`src/rtl/bsg_fsb_node_boot_master.sv`:
```
// FSB boot master: walks every target node through reset-on, reset-off,
// a settle interval and enable by issuing FSB switch-command packets.
module bsg_fsb_node_boot_master #(
  parameter int width_p       = 80,
  parameter int id_width_p    = 4,
  parameter int nodes_p       = 4,
  parameter logic [nodes_p-1:0] node_mask_p = {nodes_p{1'b1}},
  parameter int hold_cycles_p = 16
) (
  input  logic               clk_i,
  input  logic               reset_i,
  input  logic               start_i,
  output logic               v_o,
  output logic [width_p-1:0] data_o,
  input  logic               yumi_i,
  output logic               busy_o,
  output logic               done_o
);

  // Counter widths never drop to zero, even for a single node or no hold.
  localparam int CNT_W  = (nodes_p > 1) ? $clog2(nodes_p) : 1;
  localparam int WAIT_W = (hold_cycles_p > 0) ? $clog2(hold_cycles_p + 1) : 1;
  // Mask widened to the full counter range so indexing stays in bounds.
  localparam int MASK_W = 2 ** CNT_W;
  localparam logic [MASK_W-1:0] MASK_EXT = MASK_W'(node_mask_p);

  localparam logic [3:0] OP_RST_ON  = 4'h1;
  localparam logic [3:0] OP_RST_OFF = 4'h2;
  localparam logic [3:0] OP_ENABLE  = 4'h3;

  typedef enum logic [2:0] {
    S_IDLE, S_RST_ON, S_RST_OFF, S_WAIT, S_EN, S_DONE
  } state_e;

  state_e              r_state, w_state_n;
  logic [CNT_W-1:0]    r_node,  w_node_n;
  logic [WAIT_W-1:0]   r_wait,  w_wait_n;
  logic                w_send;
  logic                w_mask_bit;
  logic                w_last;
  logic                w_adv;
  logic                w_v;
  logic [3:0]          w_op;
  logic [width_p-1:0]  w_data;

  assign w_mask_bit = MASK_EXT[r_node];
  assign w_last     = (r_node == CNT_W'(nodes_p - 1));
  assign w_v        = w_send & w_mask_bit;
  // A masked-out slot advances unconditionally; an unmasked one waits for yumi.
  assign w_adv      = w_send & (~w_mask_bit | yumi_i);

  // State, node counter and wait counter registers.
  always_ff @(posedge clk_i) begin
    if (reset_i) begin
      r_state <= S_IDLE;
      r_node  <= '0;
      r_wait  <= '0;
    end else begin
      r_state <= w_state_n;
      r_node  <= w_node_n;
      r_wait  <= w_wait_n;
    end
  end

  // Next-state logic and per-state opcode selection.
  always_comb begin
    w_state_n = r_state;
    w_node_n  = r_node;
    w_wait_n  = r_wait;
    w_send    = 1'b0;
    w_op      = 4'h0;
    case (r_state)
      S_IDLE, S_DONE: begin
        if (start_i) begin
          w_state_n = S_RST_ON;
          w_node_n  = '0;
          w_wait_n  = '0;
        end
      end
      S_RST_ON: begin
        w_send = 1'b1;
        w_op   = OP_RST_ON;
        if (w_adv) begin
          w_node_n = w_last ? '0 : r_node + CNT_W'(1);
          if (w_last) w_state_n = S_RST_OFF;
        end
      end
      S_RST_OFF: begin
        w_send = 1'b1;
        w_op   = OP_RST_OFF;
        if (w_adv) begin
          w_node_n = w_last ? '0 : r_node + CNT_W'(1);
          if (w_last) w_state_n = (hold_cycles_p == 0) ? S_EN : S_WAIT;
        end
      end
      S_WAIT: begin
        if (hold_cycles_p == 0 || r_wait == WAIT_W'(hold_cycles_p - 1)) begin
          w_state_n = S_EN;
          w_wait_n  = '0;
        end else begin
          w_wait_n  = r_wait + WAIT_W'(1);
        end
      end
      S_EN: begin
        w_send = 1'b1;
        w_op   = OP_ENABLE;
        if (w_adv) begin
          w_node_n = w_last ? '0 : r_node + CNT_W'(1);
          if (w_last) w_state_n = S_DONE;
        end
      end
      default: w_state_n = S_IDLE;
    endcase
  end

  // Packet assembly; all-zero whenever nothing is offered.
  always_comb begin
    w_data = '0;
    if (w_v) begin
      w_data[width_p-1 -: id_width_p]  = id_width_p'(r_node);
      w_data[width_p-1-id_width_p]     = 1'b1;
      w_data[3:0]                      = w_op;
    end
  end

  assign v_o    = w_v;
  assign data_o = w_data;
  assign busy_o = (r_state == S_RST_ON) || (r_state == S_RST_OFF) ||
                  (r_state == S_WAIT)   || (r_state == S_EN);
  assign done_o = (r_state == S_DONE);

  // Consumer must only accept a packet that is actually offered.
  always_ff @(posedge clk_i) begin
    if (!reset_i) assert (!(yumi_i && !w_v));
  end

endmodule
```
`config.mk`:
```
export PLATFORM = sky130hd
export DESIGN_NAME = bsg_fsb_node_boot_master
export DESIGN_NICKNAME = d
export VERILOG_FILES = /design/src/rtl/bsg_fsb_node_boot_master.sv
export SDC_FILE = /design/constraint.sdc
export NUM_CORES = 1
export LEC_CHECK = 0
export ABC_CLOCK_PERIOD_IN_PS = 2750
export BUFFER_PORTS_ARGS = -buffer_cell sky130_fd_sc_hd__buf_2
export CORE_UTILIZATION = 45
export CTS_BUF_LIST = sky130_fd_sc_hd__clkbuf_16
export DETAILED_ROUTE_END_ITERATION = 8
export GPL_TIMING_DRIVEN = 0
export MAX_ROUTING_LAYER = met4
export PLACE_DENSITY = 0.92
export SETUP_SLACK_MARGIN = 0.1
export SKIP_LAST_GASP = 1
export SYNTH_ARGS = -nofsm -noshare
export SYNTH_HDL_FRONTEND = slang
export SYNTH_SLANG_ARGS = --single-unit
```
`constraint.sdc`:
```
create_clock -name clk_i -period 2.75 [get_ports clk_i]
set_clock_uncertainty 0.15 [all_clocks]
set_input_delay 0.4125 -clock clk_i [delete_from_list [all_inputs] [get_ports clk_i]]
set_output_delay 0.4125 -clock clk_i [all_outputs]
set_load 0.02 [all_outputs]
```
==> results by group, run 1 <==
Status
  • Status: finished, final reports clean

Job
  • Max-cap viol count: 0

GRT
  • First-pass GRT wire length: approximately 3000 µm
  • Vias in the first global route: 727
  • Initial antenna violation count: 0
  • Aggregate global-route resource usage: 0.148
  • Total gr overflow: 0
  • Largest net degree at the start of global routing: 11

Clock network
  • CTS Buffer Depth: 2
  • Setup bufs post-CTS: 0
  • Clock transition at path regs: around 0.04 ns
  • CTS Root Cell: clkbuf_16
  • CTS tree: done
  • CTS resizes: 0
  • Worst-skew pair later-pin latency: roughly 0.23 ns
  • TritonCTS Buffers: 3
  • H-tree depth: 1
  • Clock sink count: 10
  • CTS Hold Buffers Added: 0

Min path
  • Worst min path class: flop to flop
  • Hold path startpoint: r_wait[4]

Placed design
  • # placed instances: 275
  • Final RePlAce weighted congestion: 0.880
  • DP HPWL: 1740 µm
  • Port Buffer Count: 11

Logic synthesis
  • Unique cell type count in the Yosys netlist: 34
  • Main area contributors after synthesis: buf_4, dfxtp_1, nand2b_1
  • Cell accounting for the most synthesized area: buf_4
  • Dominant cell by count in the synthesized netlist: buf_4
  • Main synth FF type: dfxtp_1
  • Ys async rst share: 0
  • Average cell area after synthesis: 7.77 µm²
  • Number of synthesized flops with an enable pin: 0
  • Mapped Cells: 160
  • Most instantiated cells after synthesis: buf_4, dfxtp_1, nor2_1
  • Yosys warns: 0
  • Sequential fraction of the synthesis area: 0.161
  • Synth Cell Area: roughly 1200 µm²
  • Synth Register Bits: 10
  • Post-synth top area share: 0.465

Finish
  • Synth-to-layout area growth: 35.9%
  • N_diodes: 0
  • Non-filler cells, final: approximately 280
  • Share of layout cells above drive strength 1: 0.387
  • Final core occ: 0.663
  • Nets: 256

STA
  • Tmin final: around 2.0 ns
  • Final count of hold timing violations: 0
  • RSZ-0062 raised after global routing: no
  • Setup Viol. Count Final: 0
  • FMAX: roughly 0.49 GHz
  • Final slew viol count: 0
  • Setup TNS: 0 ns
  • Worst hold slack: 0.295 ns
  • Final period util: 0.740

Drt
  • DRC violations left: 0
  • Drt pass-1 iters: 4
  • DR WL/cell: around 7.4 µm
  • Via count: 1047
  • Detailed Route WL: between 2000 and 2500 µm
  • Final ANT Viol Nets: 0
  • Starting DRT DRC Count: 30
  • Vias per cell: 3.77

Setup path
  • Critical Path AT: 1.47 ns
  • Crit path launch type: flop
  • Crit path launch: r_state[1]
  • Req. time, crit path: 2.19 ns
  • Reg-to-Reg Start: r_state[0]
  • Worst Setup Path Type: flop to primary output
  • Critical Path Sink Type: primary output
  • Worst-path fanout max: 10

Die
  • Initial Utilization: 0.488
  • Die height: ~55 µm
  • I/O pins: 87
  • # rows: 18
  • Die width: 54.5 µm
  • Die area: roughly 3000 µm²
  • Core box area: roughly 2500 µm²

Power
  • Total power: 626 µW
  • Leakage power: 0.00101 µW
  • PwrDens: around 370 nW/µm²
  • Worst VDD drop: ~350 µV
## flip-flops by register name (all words and copies together), names as in the netlist
| name | cells |
|---|---|
| r_node | 2 |
| r_state | 3 |
| r_wait | 5 |
## where the power goes
part / leakage [µW] / internal (µW) / switching (µW) / total, µW
Combinational: 0.000889 / 91.6 / 131 / 223
Sequential: 0.0000810 / 148 / 1.57 / 150
Clock: 0.0000370 / 188 / 65.0 / 253
## per-layer routing
metal / global-route usage / share of wire
met3: 0.0611 / 0.14
met5: - / 0
met1: 0.164 / 0.36
met2: 0.234 / 0.49
met4: 0.0598 / 0.011
## layout make-up
type | count | area, µm²
Buffer | 81 | 602
Clock buffer | 3 | 75.1
Fill cell | 233 | 857
Inverter | 3 | 11.3
Multi-Input combinational cell | 140 | 707
Sequential cell | 10 | 200
Tap cell | 30 | 37.5
Timing Repair Buffer | 11 | 55.1
## worst max-delay path, cell delays in order, from the launching register on
cell     delay, ns
dfxtp_1       0.40
buf_4         0.20
nor2b_1       0.29
o21ba_2       0.19
buf_2         0.15
## through the flow
stage | instance area (µm²) | worst slack, ns
global placement | 1610 | 0.960
finish | 1690 | 0.716
floorplan | 1520 | 1.04
global route | 1690 | 0.612
detailed placement | 1610 | 0.950
CTS | 1690 | 0.695
## logic make-up (layout without fill, tap and decap cells)
kind of cell,after synthesis,after routing,synth area share
buffers and inverters,84,98,0.493
AND/OR/NAND/NOR,38,38,0.174
AO/OA/AOI/OAI,19,19,0.103
flip-flops,10,10,0.161
XOR/XNOR,3,3,0.0212
multiplexers,3,3,0.0242
adder cells (fa/ha/maj),2,2,0.0201
other,1,75,0.00302
## cell usage in the layout (no fill, tap or decap), drive strengths merged, types with 3 or more instances in the layout
| cell | synthesis | layout |
|---|---|---|
| dfxtp | 10 | 10 |
| nor2 | 7 | 7 |
| conb | 1 | 75 |
| buf | 79 | 90 |
| nand3 | 3 | 3 |
| nand2 | 5 | 5 |
| a31oi | 3 | 3 |
| nand3b | 4 | 4 |
| inv | 3 | 3 |
| a21oi | 5 | 5 |
| nand2b | 6 | 6 |
| nor3 | 4 | 4 |
| clkbuf | 2 | 5 |
| o21ai | 4 | 4 |
| mux2i | 3 | 3 |
## worst paths after layout
check	to	slack (ns)	cells past startpoint
worst max-delay path	data_o[1]	0.72	4
worst min-delay path	r_wait[4]	0.30	2
worst max register to register	r_wait[2]	1.15	5
worst min register to register	r_wait[4]	0.30	2
(Power assumes the default switching activity.)
==> run 2: changes to the inputs <==
ABC_CLOCK_PERIOD_IN_PS = 1900   (was 2750)
CORE_UTILIZATION = 41   (was 45)
PLACE_DENSITY = 0.85   (was 0.92)
clock period = 1.9 ns   (was 2.75 ns; I/O delays follow)
==> run 2 against run 1 <==
  * The run now ends with DRC left
  * Design area rose by 2.7%
  * Critical path depth is 1 higher
  * Routed wire length increased by 5.5%
  * Register-to-register slack worse by 0.96 ns
  * Sequential power rose by 45%
  * Worst hold slack worse by 0.077 ns
  * Flip-flop and latch count did not move
  * Power rose by 45%
  * Setup slack worse by 0.64 ns
  * Highest routed layer unchanged
  * First-iteration DRC count is 30% lower
==> results by group, run 2 (synthesis results as in run 1) <==
Status
  • Status: finished, violations left (was finished, final reports clean)
  • Failing checks: DRC

Drt
  • DR WL/cell: 7.72 µm (was 7.40 µm)
  • Starting DRT DRC Count: 21 (was 30)
  • Final ANT Viol Nets: 0 (unchanged)
  • Via count: 1076 (was 1047)
  • Vias per cell: 3.83 (was 3.77)
  • Detailed Route WL: 2170 µm (was 2060 µm)
  • Drt pass-1 iters: 6 (was 4)
  • DRC violations left: 10 (was 0)

Clock network
  • Worst-skew pair later-pin latency: 0.23 ns (about the same)
  • Clock transition at path regs: 0.04 ns (about the same)
  • H-tree depth: 1 (unchanged)
  • Clock sink count: 10 (unchanged)
  • CTS tree: done (unchanged)
  • CTS Buffer Depth: 2 (unchanged)
  • CTS Hold Buffers Added: 0 (unchanged)
  • CTS Root Cell: clkbuf_16 (unchanged)
  • TritonCTS Buffers: 3 (unchanged)

Finish
  • Non-filler cells, final: 281 (was 278)
  • Max reg flops: 5 (unchanged)
  • Nets: 258 (was 256)
  • Synth-to-layout area growth: 39.5% (was 35.9%)
  • Commonest non-fill, non-tap cells in the layout: buf_4, conb_1, buf_2, dfxtp_1, nor2_1 (was buf_4, conb_1, buf_2)
  • Biggest regs: r_wait x5, r_state x3, r_node x2 (unchanged)
  • Most common cell after layout, fill and taps aside: buf_4 (unchanged)
  • Register with the most flip-flops: r_wait (unchanged)
  • Design area: 1730 µm² (was 1690 µm²)
  • N_diodes: 0 (unchanged)
  • Share of layout cells above drive strength 1: 0.408 (was 0.387)

Setup path
  • Most common cell on crit path: buf_6
  • Req. time, crit path: 1.46 ns (was 2.19 ns)
  • Crit path max-delay family: flip-flops (unchanged)
  • Critical Path Sink Type: primary output (unchanged)
  • Crit path launch type: flop (unchanged)
  • Reg-to-Reg Start: r_state[0] (unchanged)
  • Critical Path AT: 1.39 ns (was 1.47 ns)
  • Worst-path fanout max: 5 (was 10)
  • Crit path launch: r_state[0] (was r_state[1])
  • Critical path buffers and inverters: 2 (unchanged)
  • Worst path slowest cell: dfxtp_1 (unchanged)
  • Crit-path cells: buf_6 > xor2_1 > o21ai_2 > and2b_1 > buf_6 (was buf_4 > nor2b_1 > o21ba_2 > buf_2)
  • Worst path max stage delay: 0.30 ns (was 0.40 ns)
  • Worst Setup Path Type: flop to primary output (unchanged)

Die
  • Die width: 57.1 µm (was 54.5 µm)
  • I/O pins: 87 (unchanged)
  • Die height: 57.1 µm (was 54.5 µm)
  • Core box area: 2810 µm² (was 2540 µm²)
  • Die area: 3250 µm² (was 2980 µm²)
  • Initial Utilization: 0.443 (was 0.488)
  • # rows: 19 (was 18)

STA
  • Worst Setup Slack, final: 0.0714 ns (was 0.716 ns)
  • Setup TNS: 0 ns (unchanged)
  • Final slew viol count: 0 (unchanged)
  • Tmin final: approximately 1.8 ns
  • FMAX: 0.547 GHz
  • Setup Viol. Count Final: 0 (unchanged)
  • Final count of hold timing violations: 0 (unchanged)
  • Final period util: 0.962
  • RSZ-0062 raised after global routing: yes (was no)

Min path
  • Worst min path class: input pin to flop (was flop to flop)
  • Hold path startpoint: reset_i (was r_wait[4])

GRT
  • Vias in the first global route: 767 (was 727)
  • Aggregate global-route resource usage: 0.135 (was 0.148)
  • Total gr overflow: 0 (unchanged)
  • Initial antenna violation count: 0 (unchanged)
  • Largest net degree at the start of global routing: 11 (unchanged)
  • First-pass GRT wire length: 3280 µm (was 3020 µm)

Placed design
  • Final RePlAce weighted congestion: 0.839 (was 0.880)
  • DP Worst Slack: 0.232 ns (was 0.950 ns)
  • Port Buffer Count: 11 (unchanged)
  • Placed instance area: 1610 µm² (about the same)
  • # placed instances: 276 (was 275)
  • DP HPWL: 1660 µm (was 1740 µm)

Power
  • PwrDens: 524 nW/µm² (was 371 nW/µm²)
  • Worst VDD drop: 270 µV (was 348 µV)
  • Leakage power: 0.00102 µW (was 0.00101 µW)
  • Total power: 908 µW (was 626 µW)

Job
  • Max-cap viol count: 0 (unchanged)
-- run 2: cell count changes in the layout (fill, tap and decap cells not counted), sizes merged --
cell | before | now
buf | 90 | 92
-- run 2: power breakdown --
group | internal (µW) | leakage, µW | switching, µW
logic | 137 | 0.000905 | 192
registers | 214 | 0.0000815 | 2.26
clock network | 272 | 0.0000370 | 90.1
-- run 2: final cells by class --
type	instances	area, µm²
Timing Repair Buffer	13	82.6
Fill cell	256	1070
Multi-Input combinational cell	140	718
Buffer	81	606
Clock buffer	3	75.1
Tap cell	31	38.8
Sequential cell	10	201
Inverter	3	11.3
-- run 2: repair_timing --
action / 4_1_cts / 5_1_grt
buffers inserted: 2 / 0
endpoints found under the setup margin: 6 / 5
gates resized for setup: 5 / 6
-- run 2: through the flow --
stage | hold slack [ns] | util
floorplan | 0.273 | -
global placement | 0.288 | 0.575
detailed placement | 0.295 | 0.575
CTS | 0.221 | 0.612
global route | 0.248 | 0.618
finish | 0.218 | 0.618
-- run 2: worst paths after layout --
path	depth (start not counted)	end	slack, ns
worst max-delay path	5	data_o[77]	0.07
worst max register to register	6	r_wait[2]	0.19
worst min register to register	2	r_wait[4]	0.30
worst min-delay path	3	r_wait[0]	0.22
-- run 2: worst reg2reg max path: cells and delay by family (launching register included) --
kind	cells	cell delay, ns
AOI/OAI and AO/OA	2	0.32
buffers and inverters	2	0.26
DFF	1	0.30
and+or+nand+nor	2	0.56
-- run 2: per-layer routing --
metal / vias to the layer above / global-route usage / wire, µm
li1: 560 / - / -
met1: 445 / 0.156 / 840
met2: 65 / 0.218 / 1050
met3: 6 / 0.0272 / 237
met4: 0 / 0.0732 / 39
met5: - / - / 0
